--- src/rtl/ysyx_23060096_wbu_if.sv ---
// Writeback input channels: ALU result and load result, each a
// valid/ready handshake carrying a destination register and its data.
// master = producing stage (EXU/LSU side), slave = writeback unit.
interface ysyx_23060096_wbu_if #(
  parameter int ADDR_WIDTH = 5,
  parameter int DATA_WIDTH = 32
);
  logic                  alu_valid;
  logic                  alu_ready;
  logic [ADDR_WIDTH-1:0] alu_rd;
  logic [DATA_WIDTH-1:0] alu_data;

  logic                  lsu_valid;
  logic                  lsu_ready;
  logic [ADDR_WIDTH-1:0] lsu_rd;
  logic [DATA_WIDTH-1:0] lsu_data;

  modport master (
    output alu_valid, alu_rd, alu_data,
    input  alu_ready,
    output lsu_valid, lsu_rd, lsu_data,
    input  lsu_ready
  );

  modport slave (
    input  alu_valid, alu_rd, alu_data,
    output alu_ready,
    input  lsu_valid, lsu_rd, lsu_data,
    output lsu_ready
  );
endinterface

--- src/rtl/ysyx_23060096_wbu.sv ---
// Writeback unit: arbitrates ALU/LSU result packets (LSU has priority),
// registers the winner and writes it to the register file one cycle later,
// keeps a pending-write scoreboard for decode hazard checks and counts
// retired packets. A hold request freezes the registered packet.
// Optional build macro YSYX_23060096_WBU_FWD_EN adds write-port forwarding
// (rs1_fwd/rs2_fwd) and clears rsN_busy for a register being written now.
module ysyx_23060096_wbu #(
  parameter int ADDR_WIDTH = 5,
  parameter int DATA_WIDTH = 32
) (
  input  logic                  clk,
  input  logic                  rstn,
  ysyx_23060096_wbu_if.slave    up,
  input  logic                  hold,
  input  logic                  issue_en,
  input  logic [ADDR_WIDTH-1:0] issue_rd,
  input  logic [ADDR_WIDTH-1:0] rs1,
  input  logic [ADDR_WIDTH-1:0] rs2,
  output logic                  rs1_busy,
  output logic                  rs2_busy,
`ifdef YSYX_23060096_WBU_FWD_EN
  output logic [DATA_WIDTH-1:0] rs1_fwd,
  output logic [DATA_WIDTH-1:0] rs2_fwd,
`endif
  output logic                  rf_wen,
  output logic [ADDR_WIDTH-1:0] rf_waddr,
  output logic [DATA_WIDTH-1:0] rf_wdata,
  output logic [31:0]           retire_cnt
);

  localparam int unsigned NREG = 1 << ADDR_WIDTH;

  typedef enum logic [1:0] {
    IDLE  = 2'd0,
    WRITE = 2'd1,
    HOLD  = 2'd2
  } state_t;

  state_t                state;
  state_t                state_nxt;

  logic                  lsu_rdy;
  logic                  alu_rdy;
  logic                  lsu_acc;
  logic                  alu_acc;
  logic                  accept;
  logic [ADDR_WIDTH-1:0] sel_rd;
  logic [DATA_WIDTH-1:0] sel_data;

  logic                  wb_valid;
  logic [ADDR_WIDTH-1:0] wb_rd;
  logic [DATA_WIDTH-1:0] wb_data;
  logic                  wb_load;
  logic                  wb_drop;
  logic                  wr_fire;

  logic [NREG-1:0]       busy;
  logic [NREG-1:0]       busy_set;
  logic [NREG-1:0]       busy_clr;
  logic [NREG-1:0]       busy_nxt;

  // Fixed-priority arbitration: LSU first, nothing accepted in reset or HOLD.
  always_comb begin
    lsu_rdy      = rstn && !hold && (state != HOLD);
    alu_rdy      = lsu_rdy && !up.lsu_valid;
    up.lsu_ready = lsu_rdy;
    up.alu_ready = alu_rdy;
    lsu_acc      = up.lsu_valid && lsu_rdy;
    alu_acc      = up.alu_valid && alu_rdy;
    accept       = lsu_acc || alu_acc;
    sel_rd       = lsu_acc ? up.lsu_rd   : up.alu_rd;
    sel_data     = lsu_acc ? up.lsu_data : up.alu_data;
  end

  // Next-state and packet-register control.
  // A hold seen while in WRITE suppresses the write and parks the packet,
  // so it is written exactly once, after hold has dropped.
  always_comb begin
    state_nxt = state;
    wb_load   = 1'b0;
    wb_drop   = 1'b0;
    unique case (state)
      IDLE: begin
        if (accept) begin
          state_nxt = WRITE;
          wb_load   = 1'b1;
        end
      end
      WRITE: begin
        if (hold) begin
          state_nxt = HOLD;
        end else if (accept) begin
          state_nxt = WRITE;
          wb_load   = 1'b1;
        end else begin
          state_nxt = IDLE;
          wb_drop   = 1'b1;
        end
      end
      HOLD: begin
        if (!hold) begin
          state_nxt = WRITE;
        end
      end
      default: begin
        state_nxt = IDLE;
      end
    endcase
  end

  // State register.
  always_ff @(posedge clk) begin
    if (!rstn) begin
      state <= IDLE;
    end else begin
      state <= state_nxt;
    end
  end

  // Registered writeback packet.
  always_ff @(posedge clk) begin
    if (!rstn) begin
      wb_valid <= 1'b0;
      wb_rd    <= '0;
      wb_data  <= '0;
    end else if (wb_load) begin
      wb_valid <= 1'b1;
      wb_rd    <= sel_rd;
      wb_data  <= sel_data;
    end else if (wb_drop) begin
      wb_valid <= 1'b0;
    end
  end

  // Register-file write port; rd=0 packets retire without writing.
  always_comb begin
    wr_fire  = wb_valid && (state == WRITE) && !hold;
    rf_wen   = rstn && wr_fire && (wb_rd != '0);
    rf_waddr = rstn ? wb_rd   : '0;
    rf_wdata = rstn ? wb_data : '0;
  end

  // Scoreboard set/clear masks; set is applied last so it wins on collision.
  always_comb begin
    busy_set = '0;
    busy_clr = '0;
    if (issue_en && (issue_rd != '0)) begin
      busy_set[issue_rd] = 1'b1;
    end
    if (rf_wen) begin
      busy_clr[rf_waddr] = 1'b1;
    end
    busy_nxt    = (busy & ~busy_clr) | busy_set;
    busy_nxt[0] = 1'b0;
  end

  // Scoreboard register.
  always_ff @(posedge clk) begin
    if (!rstn) begin
      busy <= '0;
    end else begin
      busy <= busy_nxt;
    end
  end

  // Retired-packet counter, wraps naturally at 32 bits.
  always_ff @(posedge clk) begin
    if (!rstn) begin
      retire_cnt <= '0;
    end else if (accept) begin
      retire_cnt <= retire_cnt + 32'd1;
    end
  end

`ifdef YSYX_23060096_WBU_FWD_EN
  logic fwd_hit1;
  logic fwd_hit2;

  // Source lookup with bypass: a register written this cycle is not busy
  // unless decode re-marks it in the same cycle.
  always_comb begin
    fwd_hit1 = rf_wen && (rf_waddr == rs1) &&
               !(issue_en && (issue_rd != '0) && (issue_rd == rs1));
    fwd_hit2 = rf_wen && (rf_waddr == rs2) &&
               !(issue_en && (issue_rd != '0) && (issue_rd == rs2));
    rs1_busy = rstn && busy[rs1] && !fwd_hit1;
    rs2_busy = rstn && busy[rs2] && !fwd_hit2;
    rs1_fwd  = rf_wdata;
    rs2_fwd  = rf_wdata;
  end
`else
  // Source lookup straight from the registered scoreboard.
  always_comb begin
    rs1_busy = rstn && busy[rs1];
    rs2_busy = rstn && busy[rs2];
  end
`endif

endmodule

--- src/flat_wrapper.sv ---
// flat-port wrapper written by rule: the top's interface ports become plain ports
module ysyx_23060096_wbu_flat 
#(
  parameter int ADDR_WIDTH = 5,
  parameter int DATA_WIDTH = 32
)
  (clk, rstn, hold, issue_en, issue_rd, rs1, rs2, rs1_busy, rs2_busy, rf_wen, rf_waddr, rf_wdata, retire_cnt, up_alu_valid, up_alu_rd, up_alu_data, up_alu_ready, up_lsu_valid, up_lsu_rd, up_lsu_data, up_lsu_ready);
  ysyx_23060096_wbu_if #(.ADDR_WIDTH(ADDR_WIDTH), .DATA_WIDTH(DATA_WIDTH)) up_i ();
  input  logic clk;
  input  logic rstn;
  input  logic hold;
  input  logic issue_en;
  input  logic [ADDR_WIDTH-1:0] issue_rd;
  input  logic [ADDR_WIDTH-1:0] rs1;
  input  logic [ADDR_WIDTH-1:0] rs2;
  output logic rs1_busy;
  output logic rs2_busy;
  output logic rf_wen;
  output logic [ADDR_WIDTH-1:0] rf_waddr;
  output logic [DATA_WIDTH-1:0] rf_wdata;
  output logic [31:0] retire_cnt;
  input wire logic [$bits(up_i.alu_valid)-1:0] up_alu_valid;
  input wire logic [$bits(up_i.alu_rd)-1:0] up_alu_rd;
  input wire logic [$bits(up_i.alu_data)-1:0] up_alu_data;
  output wire logic [$bits(up_i.alu_ready)-1:0] up_alu_ready;
  input wire logic [$bits(up_i.lsu_valid)-1:0] up_lsu_valid;
  input wire logic [$bits(up_i.lsu_rd)-1:0] up_lsu_rd;
  input wire logic [$bits(up_i.lsu_data)-1:0] up_lsu_data;
  output wire logic [$bits(up_i.lsu_ready)-1:0] up_lsu_ready;
  assign up_i.alu_valid = up_alu_valid;
  assign up_i.alu_rd = up_alu_rd;
  assign up_i.alu_data = up_alu_data;
  assign up_alu_ready = up_i.alu_ready;
  assign up_i.lsu_valid = up_lsu_valid;
  assign up_i.lsu_rd = up_lsu_rd;
  assign up_i.lsu_data = up_lsu_data;
  assign up_lsu_ready = up_i.lsu_ready;
  ysyx_23060096_wbu #(.ADDR_WIDTH(ADDR_WIDTH), .DATA_WIDTH(DATA_WIDTH)) u_core (.clk(clk), .rstn(rstn), .up(up_i), .hold(hold), .issue_en(issue_en), .issue_rd(issue_rd), .rs1(rs1), .rs2(rs2), .rs1_busy(rs1_busy), .rs2_busy(rs2_busy), .rf_wen(rf_wen), .rf_waddr(rf_waddr), .rf_wdata(rf_wdata), .retire_cnt(retire_cnt));
endmodule
--- config.mk ---
export PLATFORM = sky130hd
export DESIGN_NAME = ysyx_23060096_wbu_flat
export DESIGN_NICKNAME = d
export VERILOG_FILES = /design/src/rtl/ysyx_23060096_wbu_if.sv /design/src/rtl/ysyx_23060096_wbu.sv /design/src/flat_wrapper.sv
export SDC_FILE = /design/constraint.sdc
export NUM_CORES = 1
export LEC_CHECK = 0
export BUFFER_PORTS_ARGS = -buffer_cell sky130_fd_sc_hd__buf_2
export CAP_MARGIN = 20
export CELL_PAD_IN_SITES_DETAIL_PLACEMENT = 1
export CELL_PAD_IN_SITES_GLOBAL_PLACEMENT = 2
export CORE_MARGIN = 3
export CORE_UTILIZATION = 27
export CTS_CLUSTER_DIAMETER = 30
export CTS_CLUSTER_SIZE = 30
export DETAILED_ROUTE_END_ITERATION = 8
export PLACE_DENSITY_LB_ADDON = 0.1
export SLEW_MARGIN = 20
export SYNTH_ARGS = -nofsm -noshare
export SYNTH_HDL_FRONTEND = slang
export SYNTH_SLANG_ARGS = --single-unit
--- constraint.sdc ---
create_clock -name clk -period 2.1 [get_ports clk]
set_input_delay 0 -clock clk [delete_from_list [all_inputs] [get_ports clk]]
set_output_delay 0 -clock clk [all_outputs]
set_load 0.02 [all_outputs]
==> summary.md <==
| Metric | Value |
|---|---|
| DP HPWL | `12800 um` |
| Die height | `145 um` |
| Seq cells post-synth | `103` |
| Synth warn | `0` |
| Overall power | `4.49 mW` |
| Clk_skew | `0.0108 ns` |
| Yosys cell types | `44` |
| Endpoint type of the worst setup path | `flop` |
| Initial antenna violation count | `0` |
| Worst setup path end | `u_core.wb_data[4]$_SDFFE_PN0P_` |
| Worst Reg-to-Reg Cells | `7` |
| Worst setup startpoint | `u_core.state[1]$_SDFFE_PN0P_` |
| IO buf count | `168` |
| Slew headroom | `0.546` |
| Final ANT Viol Nets | `0` |
| Mean Syn Cell Area | `8.80 sq um` |
| CTS tree | `yes` |
| Setup repair bufs after CTS | `0` |
| Sequential Power Share | `0.456` |
| Switch Pwr | `1.19 mW` |
| Avg WL per Cell | `16.7 um` |
| Worst reg2reg startpoint | `u_core.state[1]$_SDFFE_PN0P_` |
| IO Count | `169` |
| Worst Tran Pin Value | `0.681 ns` |
| Crit Path Class | `flop to flop` |
| Layout cells sized above 1 | `0.291` |
| Max clock buf depth | `2` |
| CTS sink cnt | `103` |
| # rows | `50` |
| Int Pwr | `3.31 mW` |
| Critical path required time | `2.31 ns` |
| Final #Nets | `933` |
| Drt first pass iters | `4` |
| Die X | `145 um` |
| DRC viols | `0` |
| Sw Ratio | `0.264` |
| Power share of the clock group | `0.400` |
| Max-Cap Viols | `0` |
| CTS Buf Count | `9` |
| Fin. max-slew vios | `0` |
| CP Launch Type | `flop` |
| LEAKAGE | `3.35 nW` |
| Worst-path clk slew | `0.08 ns` |
| Top_reg_cell synth | `dfxtp_1` |
| RSZ-0062 raised after global routing | `false` |
| Die area | `21100 sq um` |
| Hold Crit Class | `primary input to flop` |
| Diode count | `0` |
| Post-synth EDFFs | `0` |
| Final TNS setup | `0 ns` |
| Crit path arrival time | `2.18 ns` |
| Vias in the first global route | `5788` |
| Power per cell area | `592 nW/um^2` |
| Total track usage | `0.175` |
| Status | `complete, no violations` |
| Fmax achieved | `507 MHz` |
| Cells after synthesis | `594` |
| Vias | `5305` |
| Global-route wire length before repair | `30300 um` |
| Crit Path Max Fanout | `18` |
| Initial Util | `0.277` |
| Synthesized area | `5230 sq um` |
| Comb power frac | `0.145` |
| Final critical-path share of the clock period | `0.940` |
| Area of the core | `18800 sq um` |
| GRT overflow | `0` |
| Worst skew pair latency | `0.35 ns` |
| VDD IR max | `0.000415 V` |
| Hold Vio Cnt, Final | `0` |
| H-tree depth | `3` |
| Initial DRC count | `253` |
| Final min period | `1.97 ns` |
| Root buffer cell | `clkbuf_16` |
| P&R area growth vs syn | `45.2%` |
| Vias per cell | `4.81` |
| Fillers | `2223` |
| Drt total wl | `18400 um` |
| Reg2reg setup slack | `0.13 ns` |
| Reg-to-Reg End | `u_core.wb_data[4]$_SDFFE_PN0P_` |
| Pin count of the biggest net entering global routing | `77` |
| Post-Syn Nets | `690` |
| Routability congestion estimate | `0.773` |
| Seq/Total Area, Yosys | `0.395` |
| Async SR Flop Fraction | `0` |
| Final count of negative-setup-slack endpoints | `0` |
-- through the flow --
stage	cell area, sq um	cells	worst slack [ns]	util	hold slack [ns]
after detailed placement	6430	1007	0.00522	0.342	0.287
after global placement	6430	1007	0.0304	0.342	0.271
final	7590	1102	0.126	0.403	0.0221
after CTS	7550	1103	0.0102	0.401	0.00782
after floorplan	5230	594	0.00888	-	0.0887
after global routing	7590	1102	0.00944	0.403	0.0371
-- cells in the final DEF (no fill, tap or decap), types with 5 or more instances in the layout --
cell type	Yosys	layout
nand3_1	22	22
dlygate4sd3_1	0	79
and3_1	6	6
o211ai_1	16	16
dfxtp_1	103	99
xnor2_1	12	12
o31ai_1	5	5
nor2b_1	8	8
a21oi_1	26	26
buf_2	4	167
nor2_1	29	28
mux2i_1	44	44
o21a_1	6	6
nand4_1	15	15
or3_1	11	8
xor2_1	9	9
nand2_1	65	63
inv_1	6	6
and2_1	38	38
buf_4	0	22
mux4_2	14	14
nor3_1	10	9
clkbuf_16	0	9
o21ai_0	73	72
-- layout make-up --
type | count | area (sq um) | share of cell area
clock buffer | 10 | 239 | 0.0315
clock inverter | 6 | 73.8 | 0.00973
inverter | 7 | 26.3 | 0.00346
multi-input combinational | 446 | 3030 | 0.400
sequential | 103 | 2070 | 0.272
tap | 260 | 325 | 0.0429
timing repair buffer | 270 | 1820 | 0.240
-- worst min-delay path by stage --
stage / from / to / slack (ns) / cells past startpoint
final: issue_rd[4] / u_core.busy[23]$_SDFF_PN0_ / 0.02 / 3
after floorplan: up_lsu_valid / up_alu_ready / 0.09 / 1
after CTS: issue_rd[4] / u_core.busy[23]$_SDFF_PN0_ / 0.008 / 3
after global placement: up_lsu_data[16] / u_core.wb_data[16]$_SDFFE_PN0P_ / 0.27 / 3
after global routing: issue_rd[4] / u_core.busy[23]$_SDFF_PN0_ / 0.04 / 3
after detailed placement: up_lsu_data[28] / u_core.wb_data[28]$_SDFFE_PN0P_ / 0.29 / 3
-- registers in the layout (all words and copies together) (netlist names) --
register           cells
u_core.wb_valid        1
u_core.retire_cnt     32
u_core.wb_data        32
u_core.state           2
u_core.wb_rd           5
u_core.busy           31
-- cell usage after synthesis, types with 2 or more instances --
cell	instances	area share
nor3_1	10	0.0096
mux4_2	14	0.060
a21oi_1	26	0.025
and3_1	6	0.0072
xnor2_1	12	0.020
and2_1	38	0.045
nor4_1	3	0.0036
a221oi_1	2	0.0034
and4_1	5	0.0084
nand2b_1	2	0.0024
nand4_1	15	0.018
o211ai_1	16	0.023
or3_1	11	0.013
inv_1	6	0.0043
or4_1	2	0.0029
nor2b_1	8	0.0096
nor2_1	29	0.021
o21ai_0	73	0.070
o21a_1	6	0.0086
nand2_1	65	0.047
mux2i_1	44	0.084
nand3b_1	4	0.0057
clkbuf_1	33	0.024
buf_2	4	0.0038
o31ai_1	5	0.0072
mux2_2	4	0.0086
nand3_1	22	0.021
dfxtp_1	103	0.39
xor2_1	9	0.015
nor3b_1	3	0.0043
-- routing by layer --
layer,global-route usage,wire length (um),share of wire,vias up
li1,-,-,-,2612
met1,0.222,8600,0.47,2537
met2,0.292,8450,0.46,135
met3,0.0437,1090,0.059,21
met4,0.0560,305,0.017,0
met5,0,0,0,-
-- worst max-delay path: stages, from the launching register on --
cell and delay (ns):
dfxtp_1 0.34, nor2b_4 0.19, nor2_2 0.08, nand2_4 0.17, buf_12 0.20, mux2i_1 0.20, dlygate4sd3_1 0.57, o21ai_0 0.07
-- repair_timing --
action,4_1_cts,5_1_grt
pin swaps,0,3
hold endpoints to repair,42,0
resized for setup,1,12
hold buffers,80,0
setup endpoints to repair,1,17
-- power groups by stage --
stage / clock, mW / combinational [mW] / sequential, mW
after floorplan: 0 / 0.297 / 2.09
after global placement: 0 / 0.516 / 2.09
after detailed placement: 0 / 0.529 / 2.09
after CTS: 1.88 / 0.646 / 2.05
after global routing: 1.95 / 0.716 / 2.06
final: 1.80 / 0.650 / 2.05
-- cells by family (layout without fill, tap and decap cells) --
logic type | count (synthesis) | in the layout | share of synthesized area
flops | 103 | 103 | 0.395
mux | 62 | 62 | 0.153
compound gates | 131 | 131 | 0.142
xor+xnor | 21 | 21 | 0.0352
fa+ha+maj | 1 | 1 | 0.00239
buf+inv | 45 | 293 | 0.0347
simple gates | 231 | 231 | 0.238
Power figures use the tool's default switching activity.
